`src/rtl/queue_ctrl_7x65.sv`:
```
// Pointer and handshake controller for a DEPTH-entry ready/valid queue whose
// storage lives in an external array with a combinational read port (R0) and
// a clocked write port (W0). This block owns the pointers, the full/empty
// disambiguation bit and the occupancy count; the array owns the data.
module queue_ctrl_7x65 #(
  parameter int DEPTH = 7,
  parameter int WIDTH = 65,
  parameter int AW    = $clog2(DEPTH)
) (
  input  logic             clock,
  input  logic             reset_n,
  // Enqueue side
  input  logic             enq_valid,
  output logic             enq_ready,
  input  logic [WIDTH-1:0] enq_bits,
  // Dequeue side
  output logic             deq_valid,
  input  logic             deq_ready,
  output logic [WIDTH-1:0] deq_bits,
  // Occupancy
  output logic [AW:0]      count,
  // Array read port
  output logic [AW-1:0]    R0_addr,
  output logic             R0_en,
  output logic             R0_clk,
  input  logic [WIDTH-1:0] R0_data,
  // Array write port
  output logic [AW-1:0]    W0_addr,
  output logic             W0_en,
  output logic             W0_clk,
  output logic [WIDTH-1:0] W0_data
);

  logic [AW-1:0] enq_ptr;
  logic [AW-1:0] deq_ptr;
  logic          maybe_full;
  logic [AW:0]   count_q;

  logic ptr_match;
  logic empty;
  logic full;
  logic enq_fire;
  logic deq_fire;

  // Advance a pointer by one slot. DEPTH need not be a power of two, so the
  // wrap from DEPTH-1 back to 0 is explicit rather than a natural overflow.
  function automatic logic [AW-1:0] bump(input logic [AW-1:0] ptr);
    return (ptr == AW'(DEPTH - 1)) ? '0 : ptr + AW'(1);
  endfunction

  // Equal pointers mean either empty or full; maybe_full tells them apart.
  assign ptr_match = (enq_ptr == deq_ptr);
  assign empty     = ptr_match & ~maybe_full;
  assign full      = ptr_match &  maybe_full;

  // Plain handshakes: no flow-through and no pipe mode, so enq_ready depends
  // only on full and deq_valid only on empty.
  assign enq_ready = ~full;
  assign deq_valid = ~empty;
  assign enq_fire  = enq_valid & enq_ready;
  assign deq_fire  = deq_valid & deq_ready;

  // Array ports. The write lands on the same edge that advances enq_ptr; the
  // read is combinational from the head pointer.
  assign W0_addr   = enq_ptr;
  assign W0_en     = enq_fire;
  assign W0_clk    = clock;
  assign W0_data   = enq_bits;
  assign R0_addr   = deq_ptr;
  assign R0_en     = ~empty;
  assign R0_clk    = clock;
  assign deq_bits  = R0_data;
  assign count     = count_q;

  // Pointer, full-flag and occupancy registers; reset empties the queue
  // immediately without touching the array contents.
  // NOTE: the array itself is never cleared on reset; an empty queue never
  // presents stale data as valid, so clearing it would buy nothing.
  always_ff @(posedge clock or negedge reset_n) begin
    if (!reset_n) begin
      enq_ptr    <= '0;
      deq_ptr    <= '0;
      maybe_full <= 1'b0;
      count_q    <= '0;
    end else begin
      // NOTE: non-blocking assignments here so every register samples the
      // pre-edge values of its neighbours, independent of statement order.
      if (enq_fire) enq_ptr <= bump(enq_ptr);
      if (deq_fire) deq_ptr <= bump(deq_ptr);
      if (enq_fire != deq_fire) maybe_full <= enq_fire;
      case ({enq_fire, deq_fire})
        2'b10:   count_q <= count_q + (AW+1)'(1);
        2'b01:   count_q <= count_q - (AW+1)'(1);
        default: count_q <= count_q;
      endcase
    end
  end

endmodule

```
`config.mk`:
```
export PLATFORM = sky130hd
export DESIGN_NAME = queue_ctrl_7x65
export DESIGN_NICKNAME = d
export VERILOG_FILES = /design/src/rtl/queue_ctrl_7x65.sv
export SDC_FILE = /design/constraint.sdc
export NUM_CORES = 1
export LEC_CHECK = 0
export CELL_PAD_IN_SITES_DETAIL_PLACEMENT = 2
export CELL_PAD_IN_SITES_GLOBAL_PLACEMENT = 2
export CORE_MARGIN = 2
export CORE_UTILIZATION = 10
export CTS_BUF_LIST = sky130_fd_sc_hd__clkbuf_16
export CTS_CLUSTER_SIZE = 8
export DETAILED_ROUTE_END_ITERATION = 12
export PLACE_DENSITY_LB_ADDON = 0.2
export SLEW_MARGIN = 20
export SYNTH_ARGS = -nofsm -noshare
export SYNTH_HDL_FRONTEND = slang
export SYNTH_SLANG_ARGS = --single-unit
```
`constraint.sdc`:
```
create_clock -name clock -period 2.62 [get_ports clock]
set_input_delay 0.524 -clock clock [delete_from_list [all_inputs] [get_ports clock]]
set_output_delay 0.524 -clock clock [all_outputs]
set_load 0.01 [all_outputs]
```
==> results.txt <==
----------------------------------------------------
[Status]
  Run status ... completed

[Yosys]
  Post-synthesis share of cell area spent on xor and xnor gates ... under 10%
  Post-Synthesis Mean Instance Area ... between 8 and 9 um2
  Most repeated cell in the gate-level netlist after synthesis ... buf_4
  Gate count of the mapped netlist ... 215
  Post-synth top flop ... dfrtp_1
  Number of nets produced by synthesis ... between 300 and 400
  Biggest area consumer among synthesized cells ... buf_4
  Netlist Area Pre-Place ... approximately 0.0018 mm2
  Share of synthesized area spent on multiplexers ... under 10%
  Number of enable flip-flop cells after synthesis ... 0
  Cells taking the most area after synthesis ... buf_4 56%, dfrtp_1 15%, inv_1 2.3%
  Combinational family with the most area after synthesis ... buffers and inverters
  Flip-flop and latch count after synthesis ... 11
  Adder-cell area share of the yosys netlist ... 3.192%
  Top-area cell type share of the netlist area ... around 56%
  Register area share after synthesis ... 15.27%
  Yosys warns ... 0
  Compound-Gate Fraction of Synth Area ... 8.119%
  Count of unique library cells instantiated by Yosys ... 30
  Most instantiated cells after synthesis ... 134 x buf_4, 11 x dfrtp_1, 11 x inv_1
  Share of synthesized registers carrying an async set or reset ... 100.0%
  Fraction of the mapped netlist area in simple logic gates ... under 10%

[Setup path]
  Arrival @ worst endpoint ... just over 2000 ps
  Slowest cell on crit path ... clkdlybuf4s50_1
  Startpoint type of the worst setup path ... clock port
  Endpoint type of the worst setup path ... output pin
  Maximum net fanout on the critical path ... 2
  Number of buffer and inverter stages on the critical path ... 3
  Required arrival time at the worst endpoint ... between 2000 and 2500 ps
  Cell family with most CP delay ... buffers and inverters
  Most frequent CP cell ... clkbuf_16
  Worst setup path category ... clk2out
  Series of cell instances along the critical path ... clkbuf_16 > clkbuf_16 > clkdlybuf4s50_1
  Crit-path max cell delay ... 470 ps

[Timing]
  Headroom to the max-slew limit ... just over 60%
  Final-report hold violation count ... 0
  Worst Hold Slack ... 552.1 ps
  Final setup skew ... 2.276 ps
  Slew at the pin closest to its max-slew limit ... around 580 ps
  Setup tns final ... 0 ps
  Setup repair after global routing missed its margin ... no
  Slew Limit Fails ... 0
  Number of failing setup endpoints in the final timing report ... 0

[Power]
  Pwr Density ... approximately 1400 mW/mm2
  Power spent charging and discharging nets ... 0.0008711 W
  Total power ... around 0.0023 W
  Worst vdd ir ... around 0.00031 V
  Switching part of the total ... a little under two fifths
  Lkg Pwr ... just over 0.6 nW
  Proportion of power drawn by flip-flops and latches ... roughly 16%
  Part of the total power dissipated in combinational logic ... a little over half
  Clock network fraction of total power ... 29.0%
  Internal cell power ... about 0.0014 W

[Global routing]
  Number of global-route vias before repair ... 1062
  Initial antenna violation count ... 0
  Total overflow reported by the global router ... 0
  Wire length of the first global-routing pass ... 6.265 mm
  Maximum number of pins on one net before global-route repair ... 12
  Total Routing Usage GR ... approximately 4.4%

[Floorplan]
  Overall die width ... about 140 um
  Site row count ... 49
  Placeable core area ... roughly 0.018 mm2
  Area enclosed by the die boundary ... between 0.015 and 0.02 mm2
  Die Ht ... roughly 140 um
  I/O pin cnt ... 280
  Initial Util ... around a tenth

[Detailed routing]
  Number of nets with antenna violations after routing ... 0
  Met2 routed WL ... between 1.5 and 2 mm
  Via count of the routed design ... roughly 910
  Violation count after the first detailed-route iteration ... 21
  Wire length after detailed routing ... slightly above 4 mm
  Detailed-route wire length on metal 1 ... approximately 1.4 mm
  Met3 wire length ... between 500 and 600 um
  Via-per-instance ratio ... roughly 2.6
  Highest metal layer with signal wires ... met4
  DR DRC count ... 0
  Avg WL per Cell ... 11.62 um
  First-pass iteration count of the detailed router ... 3

[Final layout]
  Fillers ... slightly above 2000
  Relative area change from synthesis to final layout ... -9.854%
  Inserted Diodes ... 0
  Number of nets in the finished design ... 260
  Final core utilization ... roughly 9.1%
  Share of final-layout standard cells stronger than drive strength 1 ... a little under a third

[Clock tree]
  Clock network latency to the later pin of the worst-skew pair ... ~350 ps
  Clock slew seen by the registers of the worst setup and hold paths ... around 40 ps
  TritonCTS clock tree ... yes

[Job]
  MaxCap Viol Count ... 0

[Placed design]
  Gp weighted congestion ... ~0.6
  Input/output buffers ... 19
  Detailed-placement wirelength estimate ... roughly 3.2 mm

[Hold path]
  Type of the tightest min-delay check ... in2async

----------------------------------------------------
## per-stage QoR
step           cell area, um2  setup WS, ps  cells
2_1_floorplan            1856         52.75    215
3_3_place_gp             1400         38.86    339
3_5_place_dp             1400         33.74    339
4_1_cts                  1588         5.451    348
5_1_grt                  1625         3.648    350
6_report                 1625         64.41    350
## routing by layer
layer  vias to the layer above  track usage, %
li1                        369               -
met1                       431           4.063
met2                        64           5.993
met3                        50           3.014
met4                         0           5.102
met5                         -               0
## final timing paths
check | start | end | slack [ps] | cells after the start
worst max-delay path | clock | R0_clk | 60 | 3
worst min-delay path | reset_n | W0_addr[1] | 550 | 1
worst max register to register | R0_addr[2] | count[3] | 120 | 9
worst min register to register | count[0] | count[0] | 570 | 1
max in group asynchronous | reset_n | R0_addr[2] | 1650 | 1
min in group clock | count[0] | count[0] | 570 | 1
## power by group through the flow
stage / logic [W] / registers, W / clock network [W]
after floorplan: 0.000887 / 0.000383 / 0.0000629
after CTS: 0.00125 / 0.000374 / 0.000680
final: 0.00125 / 0.000368 / 0.000659
after global placement: 0.00125 / 0.000376 / 0.0000776
after global routing: 0.00141 / 0.000389 / 0.000705
after detailed placement: 0.00124 / 0.000373 / 0.0000776
## flip-flops by register name, summed over array words and instances (netlist names)
signal      count
R0_addr         3
W0_addr         3
count           4
maybe_full      1
## final cells by class
| type | instances | area [um2] | area share [%] |
|---|---|---|---|
| clock buffer | 9 | 195.2 | 12.01 |
| clock inverter | 1 | 3.754 | 0.2309 |
| inverter | 11 | 41.29 | 2.540 |
| multi-input combinational | 55 | 520.5 | 32.02 |
| sequential | 11 | 277.8 | 17.09 |
| tap | 229 | 286.5 | 17.63 |
| timing repair buffer | 34 | 300.3 | 18.48 |
## cells by family (layout without fill, tap and decap cells)
group / after synthesis / count (layout)
mux: 6 / 6
xor+xnor: 8 / 8
fa+ha+maj: 4 / 4
buf+inv: 149 / 55
simple gates: 20 / 20
flops: 11 / 11
compound gates: 17 / 17
## repair_timing
action                                  CTS  global route
hold buffers                              0             0
pin swaps                                 1             1
endpoints found under the setup margin    1             4
hold endpoints to repair                  0             0
buffers inserted                          1             2
resized for setup                         1             4
## cells in the final DEF, fill, tap and decap left out, types with 4 or more instances in the layout
cell type,count
a21oi_1,4
buf_4,17
clkbuf_16,7
clkdlybuf4s50_1,18
dfrtp_1,9
inv_1,12
nand2_1,4
nor2_1,4
o21ai_0,4
Note: power is estimated with default switching activity, not from simulation.
